--- src/rtl/alu_pipe_pkg.sv ---
// Shared types for the pipelined ALU execute path: op encodings and operand-A select values.
package alu_pipe_pkg;

  typedef enum logic [3:0] {
    ALU_ADD  = 4'd0,
    ALU_SUB  = 4'd1,
    ALU_AND  = 4'd2,
    ALU_OR   = 4'd3,
    ALU_XOR  = 4'd4,
    ALU_SLL  = 4'd5,
    ALU_SRL  = 4'd6,
    ALU_SRA  = 4'd7,
    ALU_SLT  = 4'd8,
    ALU_SLTU = 4'd9,
    ALU_EQ   = 4'd10,
    ALU_NE   = 4'd11
  } alu_pipe_op_t;

  localparam logic S1_SRC1 = 1'b0;
  localparam logic S1_PC   = 1'b1;

  // Register index type shared with the rest of the core's register-file plumbing.
  localparam int REG_IDX_W = 5;
  typedef logic [REG_IDX_W-1:0] reg_t;

endpackage

--- src/rtl/alu_pipe_core.sv ---
// Combinational ALU evaluation for the execute pipe; undefined op encodings produce zero.
module alu_pipe_core
  import alu_pipe_pkg::*;
#(
  parameter int XLEN = 32
) (
  input  logic [3:0]      op,
  input  logic [XLEN-1:0] a,
  input  logic [XLEN-1:0] b,
  output logic [XLEN-1:0] result
);

  localparam int SH_W = $clog2(XLEN);

  logic [SH_W-1:0] shamt;
  assign shamt = b[SH_W-1:0];

  always_comb begin
    // NOTE: a default ahead of the case keeps every path assigned, so no latch is inferred.
    result = '0;
    case (op)
      ALU_ADD:  result = a + b;
      ALU_SUB:  result = a - b;
      ALU_AND:  result = a & b;
      ALU_OR:   result = a | b;
      ALU_XOR:  result = a ^ b;
      ALU_SLL:  result = a << shamt;
      ALU_SRL:  result = a >> shamt;
      ALU_SRA:  result = $signed(a) >>> shamt;
      ALU_SLT:  result = {{(XLEN-1){1'b0}}, $signed(a) < $signed(b)};
      ALU_SLTU: result = {{(XLEN-1){1'b0}}, a < b};
      ALU_EQ:   result = {{(XLEN-1){1'b0}}, a == b};
      ALU_NE:   result = {{(XLEN-1){1'b0}}, a != b};
      default:  result = '0;
    endcase
  end

endmodule

--- src/rtl/alu_exec_pipe.sv ---
// Pipelined ALU execute path with valid/ready handshake, bubble collapse and flush.
// Optional performance counters are built only when ALU_PIPE_PERF_EN is defined.
module alu_exec_pipe
  import alu_pipe_pkg::*;
#(
  parameter int XLEN   = 32,
  parameter int STAGES = 2,
  parameter int REG_W  = 5,
  parameter int CNT_W  = 32
) (
  input  logic             clk,
  input  logic             rst_n,
  input  logic             flush,
  input  logic             in_valid,
  output logic             in_ready,
  input  logic [3:0]       in_op,
  input  logic             in_s1_sel,
  input  logic [XLEN-1:0]  in_src_1,
  input  logic [XLEN-1:0]  in_src_2,
  input  logic [XLEN-1:0]  in_src_3,
  input  logic             in_wb_wr,
  input  logic [REG_W-1:0] in_reg_dst,
  input  logic             in_pc_branch,
  output logic             out_valid,
  input  logic             out_ready,
  output logic [XLEN-1:0]  out_dst,
  output logic             out_wb_wr,
  output logic [REG_W-1:0] out_reg_dst,
  output logic             out_pc_branch,
  output logic [CNT_W-1:0] perf_accept,
  output logic [CNT_W-1:0] perf_stall
);

  typedef struct packed {
    logic [XLEN-1:0]  dst;
    logic             wb_wr;
    logic [REG_W-1:0] reg_dst;
    logic             pc_branch;
  } stage_t;

  logic [STAGES-1:0] valid;
  stage_t            stage_q [STAGES];
  logic [STAGES-1:0] en;
  stage_t            stage_in;
  logic [XLEN-1:0]   op_a;
  logic [XLEN-1:0]   alu_res;

  assign op_a = (in_s1_sel == S1_PC) ? in_src_3 : in_src_1;

  alu_pipe_core #(.XLEN(XLEN)) u_core (
    .op     (in_op),
    .a      (op_a),
    .b      (in_src_2),
    .result (alu_res)
  );

  // Writes to x0 are dropped here so writeback never sees them.
  always_comb begin
    stage_in.dst       = alu_res;
    stage_in.wb_wr     = in_wb_wr && (in_reg_dst != '0);
    stage_in.reg_dst   = in_reg_dst;
    stage_in.pc_branch = in_pc_branch;
  end

  // Ready chain from the writeback side back to stage 0; an empty stage always accepts.
  always_comb begin
    logic acc;
    acc = out_ready;
    en  = '0;
    for (int i = STAGES - 1; i >= 0; i--) begin
      acc   = !valid[i] || acc;
      en[i] = acc;
    end
  end

  assign in_ready = en[0] && !flush;

  always_ff @(posedge clk or negedge rst_n) begin
    if (!rst_n) begin
      valid <= '0;
      // NOTE: the stage array is a handful of flops, not a RAM, so resetting it is cheap and keeps outputs at zero.
      for (int i = 0; i < STAGES; i++) stage_q[i] <= '0;
    end else if (flush) begin
      valid <= '0;
    end else begin
      // NOTE: non-blocking updates let every stage sample its predecessor's pre-edge value.
      if (en[0]) begin
        valid[0] <= in_valid;
        if (in_valid) stage_q[0] <= stage_in;
      end
      for (int i = 1; i < STAGES; i++) begin
        if (en[i]) begin
          valid[i] <= valid[i-1];
          if (valid[i-1]) stage_q[i] <= stage_q[i-1];
        end
      end
    end
  end

  assign out_valid     = valid[STAGES-1];
  assign out_dst       = stage_q[STAGES-1].dst;
  assign out_wb_wr     = stage_q[STAGES-1].wb_wr;
  assign out_reg_dst   = stage_q[STAGES-1].reg_dst;
  assign out_pc_branch = stage_q[STAGES-1].pc_branch;

`ifdef ALU_PIPE_PERF_EN
  logic [CNT_W-1:0] accept_q;
  logic [CNT_W-1:0] stall_q;

  // Both counters stick at all-ones instead of wrapping.
  always_ff @(posedge clk or negedge rst_n) begin
    if (!rst_n) begin
      accept_q <= '0;
      stall_q  <= '0;
    end else begin
      if (in_valid && in_ready && (accept_q != '1)) accept_q <= accept_q + CNT_W'(1);
      if (out_valid && !out_ready && (stall_q != '1)) stall_q <= stall_q + CNT_W'(1);
    end
  end

  assign perf_accept = accept_q;
  assign perf_stall  = stall_q;
`else
  assign perf_accept = '0;
  assign perf_stall  = '0;
`endif

endmodule

--- config.mk ---
export PLATFORM = sky130hd
export DESIGN_NAME = alu_exec_pipe
export DESIGN_NICKNAME = d
export VERILOG_FILES = /design/src/rtl/alu_pipe_pkg.sv /design/src/rtl/alu_pipe_core.sv /design/src/rtl/alu_exec_pipe.sv
export SDC_FILE = /design/constraint.sdc
export NUM_CORES = 1
export LEC_CHECK = 0
export CELL_PAD_IN_SITES_DETAIL_PLACEMENT = 1
export CELL_PAD_IN_SITES_GLOBAL_PLACEMENT = 1
export CORE_MARGIN = 2
export CORE_UTILIZATION = 41
export DETAILED_ROUTE_END_ITERATION = 6
export PLACE_DENSITY_LB_ADDON = 0.1
export SLEW_MARGIN = 10
export SYNTH_ARGS = -nofsm -noshare
export SYNTH_HDL_FRONTEND = slang
export SYNTH_SLANG_ARGS = --single-unit
--- constraint.sdc ---
create_clock -name clk -period 2.78 [get_ports clk]
set_input_delay 0.556 -clock clk [delete_from_list [all_inputs] [get_ports clk]]
set_output_delay 0.556 -clock clk [all_outputs]
set_load 0.05 [all_outputs]
==> reports/results.ini, run 1 <==
[yosys]
synth_top_cell_area_share_pct = 14.8
synth_top_family_by_area = compound AO/OA/AOI/OAI gates
synth_commonest_cells = nor2_1, nand2_1, a21oi_1, o21ai_0, buf_4
ys_warn_count = 0
synth_cells = 1707
synth_ff_type = dfrtp_1
async_reset_ff_share_pct = 100
yosysMostFrequentCell = nor2_1
synth_compound_area_share_pct = 26.2
ys_ff_latch = 80
synth_area_sq_um = 13500
ys_top_cells_by_area = dfrtp_1, ha_1, mux4_2, buf_4, mux2_2
synth_top_area_cell = dfrtp_1
synth_cell_types = 84
synth_seq_area_share_pct = 14.8
synth_mux_area_share_pct = 20.7
synthAdderAreaFrac_pct = 9.48
synth-edff-count = 0
synth-xor-area-share_pct = 1.49
yosys.area_share.simple_pct = 14.9
syn_area_per_cell_sq_um = 7.90

[place]
place_congestion = 1.03
io_buffers = 153
placed_cell_area_sq_um = 19300
hpwl_mm = 61.5
place_inst = 2739

[global_route]
overflow = 4
track_usage_pct = 68.3
grt_max_degree = 63

[clocking]
clock-root-buffer = clkbuf_16
cts_buffers = 9
cts_buffer_depth = 2
ctsHtreeMaxLevel = 3
cts_hold_repair.buffers = 0
cts_sinks = 80

[floorplan]
start_util_pct = 41.6
die_y_microns = 185
die_x_microns = 185
rows = 66
pin_count = 218

[sta]
worstEndpointType = register input
crit_endpoint = stage_q[70]$_DFFE_PN0P_/D

[status]
error_line = [ERROR GRT-0232] Routing congestion too high. Check the congestion heatmap in the GUI.
haltStage = global routing (5_1_grt)
status = did not finish

cell families after synthesis:
group / count (synthesis)
fa+ha+maj: 101
flops: 80
compound gates: 531
xor+xnor: 23
buf+inv: 328
simple gates: 446
other cells: 1
mux: 197
metal layers:
metal	GRT overflow	GRT usage, %
met5	0	18.7
met4	3	69.7
met3	0	48.3
met2	1	89.9
met1	0	66.7
timing repair:
| action | CTS |
|---|---|
| resized for setup | 316 |
| setup buffers | 60 |
| pin swaps | 95 |
| gates cloned | 1 |
| endpoints found under the setup margin | 32 |
through the flow:
step	setup TNS, ns	setup slack [ns]	utilization, %
2_1_floorplan	-14.01	-0.802	-
3_3_place_gp	-31.19	-1.21	59.6
3_5_place_dp	-34.67	-1.38	59.6
4_1_cts	-11.72	-0.597	66.1
==> inputs of run 2 (changes only) <==
--- a/config.mk
+++ b/config.mk
@@ -5,12 +5,10 @@
 export SDC_FILE = /design/constraint.sdc
 export NUM_CORES = 1
 export LEC_CHECK = 0
-export CELL_PAD_IN_SITES_DETAIL_PLACEMENT = 1
-export CELL_PAD_IN_SITES_GLOBAL_PLACEMENT = 1
 export CORE_MARGIN = 2
-export CORE_UTILIZATION = 41
+export CORE_UTILIZATION = 40
 export DETAILED_ROUTE_END_ITERATION = 6
-export PLACE_DENSITY_LB_ADDON = 0.1
+export PLACE_DENSITY_LB_ADDON = 0.15
 export SLEW_MARGIN = 10
 export SYNTH_ARGS = -nofsm -noshare
 export SYNTH_HDL_FRONTEND = slang
==> reports/results.ini, run 2 <==
[final_layout]
largest_reg_flops = 39
mostFrequentLayoutCells = buf_4, nand2_1, nor2_1
fin_cells = 2816
fin_nets = 2577
antennaDiodeCount = 0
drive_gt1_share_pct = 46.3
multiInputGateArea_sq_um = 11900
final_common_cell = buf_4
register_area_sq_um = 2000
final_area_sq_um = 22100
num-fill-cells = 2896
area_growth_pct = 64.1
regMostFlops = stage_q

[floorplan]
die_y_microns = 188  ; +1.2%
start_util_pct = 40.4  ; -1.1 points
rows = 67  ; +1.5%
fp.coreArea_sq_um = 33400
pin_count = 218  ; unchanged
die_x_microns = 188  ; +1.2%
dieArea_sq_um = 35200

[status]
violations = negative setup slack
status = finished, violations left

[yosys]
synth-edff-count = 0  ; unchanged
synth_ff_type = dfrtp_1
ys_warn_count = 0  ; unchanged
yosysMostFrequentCell = nor2_1
ys_top_cells_by_area = dfrtp_1, ha_1, mux4_2, buf_4, mux2_2
synth_top_cell_area_share_pct = 14.8  ; unchanged
synth_cell_types = 84  ; unchanged
syn_area_per_cell_sq_um = 7.90  ; unchanged
ys_ff_latch = 80  ; unchanged
synth_seq_area_share_pct = 14.8  ; unchanged
synth_cells = 1707  ; unchanged
async_reset_ff_share_pct = 100  ; unchanged
synth_top_area_cell = dfrtp_1
synth_commonest_cells = nor2_1, nand2_1, a21oi_1, o21ai_0, buf_4
synth_area_sq_um = 13500  ; unchanged

[place]
io_buffers = 153  ; unchanged
place_inst = 2721  ; -0.66%
hpwl_mm = 53.9  ; -12%
place_congestion = 1.06  ; +2.7%
placed_cell_area_sq_um = 19100  ; -1.3%

[global_route]
track_usage_pct = 36.3
grt_busiest_layer = met2
met3_usage_pct = 6.23
grt_max_degree = 63
antenna_found_initial = 1
overflow = 0
grt_pass1_vias = 15800
grt_pass1_wl_mm = 97.3
grt_util_met2_pct = 58.8
grt_use_met1_pct = 48.9

[sta]
setup_viol = 31
tns_ns = -11.53
final-hold-violation-count = 0
rsz0062_at_grt = true
tightest_slew_ns = 0.573
hold-worst-slack_ns = 0.175
period_share_pct = 122
relSlewSlack_pct = 61.4
slew_viol_final = 0
layout_min_cycle_time_ns = 3.40
fmax_mhz = 294
fin_ws_ns = -0.625
worst_clock_skew_ns = 0.00562

[power]
p_total_uw = 8310
max-vdd-ir-drop_v = 0.000428
power_density_nw_per_um2 = 375
clkPwrFrac_pct = 14.1
seq_power_share_pct = 17.6
p_sw_uw = 3670
cellInternalPower_uw = 4640
combinationalPowerShare_pct = 68.4
switching_share_pct = 44.1
p_leak_uw = 0.00995

[clocking]
clk_pin_slew_ns = 0.06
cts_buffer_depth = 2  ; unchanged
cts_sinks = 80  ; unchanged
cts_hold_repair.buffers = 0  ; unchanged
clock-root-buffer = clkbuf_16
cts_buffers = 9  ; unchanged
clkLatencyLatePin_ns = 0.33
ctsHtreeMaxLevel = 3  ; unchanged
tritoncts = done

[worst_setup_path]
worst_ep_required_time_ns = 2.97
cp_max_fo = 5
crit_family = compound AO/OA/AOI/OAI gates
worst-setup-path-type = input pin to flip-flop
worstSetupStartpointType = input pin
worst_ep_arrival_time_ns = 3.59
crit_cells = 15
critPathBufInv = 3
startpoint = in_s1_sel
r2r-start = valid[0]
cp_common_cell = a221oi_2
crit_chain = buf_16 -> mux2_4 -> inv_4 -> ha_4 -> fa_2 -> or3_4 -> a311o_2 -> nand3_4 -> o22ai_4 -> buf_6 -> o21ai_4 -> a221oi_2 -> xnor2_1 -> a221oi_2 -> o221ai_1
crit_slowest_cell = fa_2
r2r_cells = 9
cp-end-kind = flip-flop
cpPeakStageDelay_ns = 0.40

[detailed_routing]
ant_nets = 0
drc = 0
wl_mm = 67.1
num_vias = 16600
vias_per_cell = 5.90
wl_per_cell_microns = 23.8
first_iter_violations = 1484
drt_pass1_iterations = 5

[worst_hold_path]
hp-class = input pin to asynchronous set/reset pin

[flow_run]
maxCapViolations = 0

[run 2: cell counts after synthesis]
Identical to the previous run, type by type.
[run 2: layout make-up]
type	instances	area share, %
Tap cell	448	2.53
Multi-Input combinational cell	1362	54.0
Sequential cell	80	9.05
Clock buffer	10	1.08
Clock inverter	6	0.305
Inverter	102	1.88
Timing Repair Buffer	808	31.2
[run 2: power by group through the flow]
stage / Combinational, uW / Sequential [uW] / Clock (uW)
floorplan: 2740 / 1470 / 0
global placement: 4710 / 1460 / 0
detailed placement: 4730 / 1480 / 0
CTS: 5270 / 1460 / 1200
global route: 5920 / 1490 / 1250
finish: 5680 / 1460 / 1170
[run 2: worst register-to-register path: cells and delay by family (launching register included)]
family	cells	cell delay (ns)
simple gates	3	0.51
flops	1	0.39
compound gates	5	1.21
buf+inv	1	0.19
[run 2: cell families (layout without fill, tap and decap cells)]
| logic type | after synthesis | count (layout) | share of synthesized area, % |
|---|---|---|---|
| buf+inv | 328 | 926 | 12.4 |
| flops | 80 | 80 | 14.8 |
| simple gates | 446 | 446 | 14.9 |
| fa+ha+maj | 101 | 101 | 9.48 |
| xor+xnor | 23 | 23 | 1.49 |
| mux | 197 | 197 | 20.7 |
| compound gates | 531 | 531 | 26.2 |
| other cells | 1 | 64 | 0.0278 |
[run 2: layer usage]
layer | vias up | wire length, microns
li1 | 7455 | -
met1 | 8052 | 28300
met5 | - | 11
met4 | 2 | 2700
met2 | 938 | 30200
met3 | 169 | 5840
[run 2: timing repair]
action / 4_1_cts / 5_1_grt
setup endpoints to repair: 32 / 32
resized for setup: 318 / 163
pin swaps: 117 / 116
gates cloned: 1 / 0
buffers inserted: 56 / 39
[run 2: path summary, 6_finish.rpt]
kind                               end  slack [ns]
setup / recovery           stage_q[70]       -0.62
hold / removal             stage_q[57]        0.18
setup reg to reg           stage_q[72]        0.37
hold reg to reg            stage_q[48]        0.48
max in group asynchronous  out_dst[31]        2.02
min in group clk           stage_q[48]        0.48
[run 2: per-stage QoR]
step                setup slack [ns]  util, %
finish                        -0.625     66.3
global route                  -0.687     66.3
CTS                           -0.615     63.5
detailed placement             -1.44     57.2
global placement               -1.42     57.2
floorplan                     -0.802        -
Power figures use the tool's default switching activity.
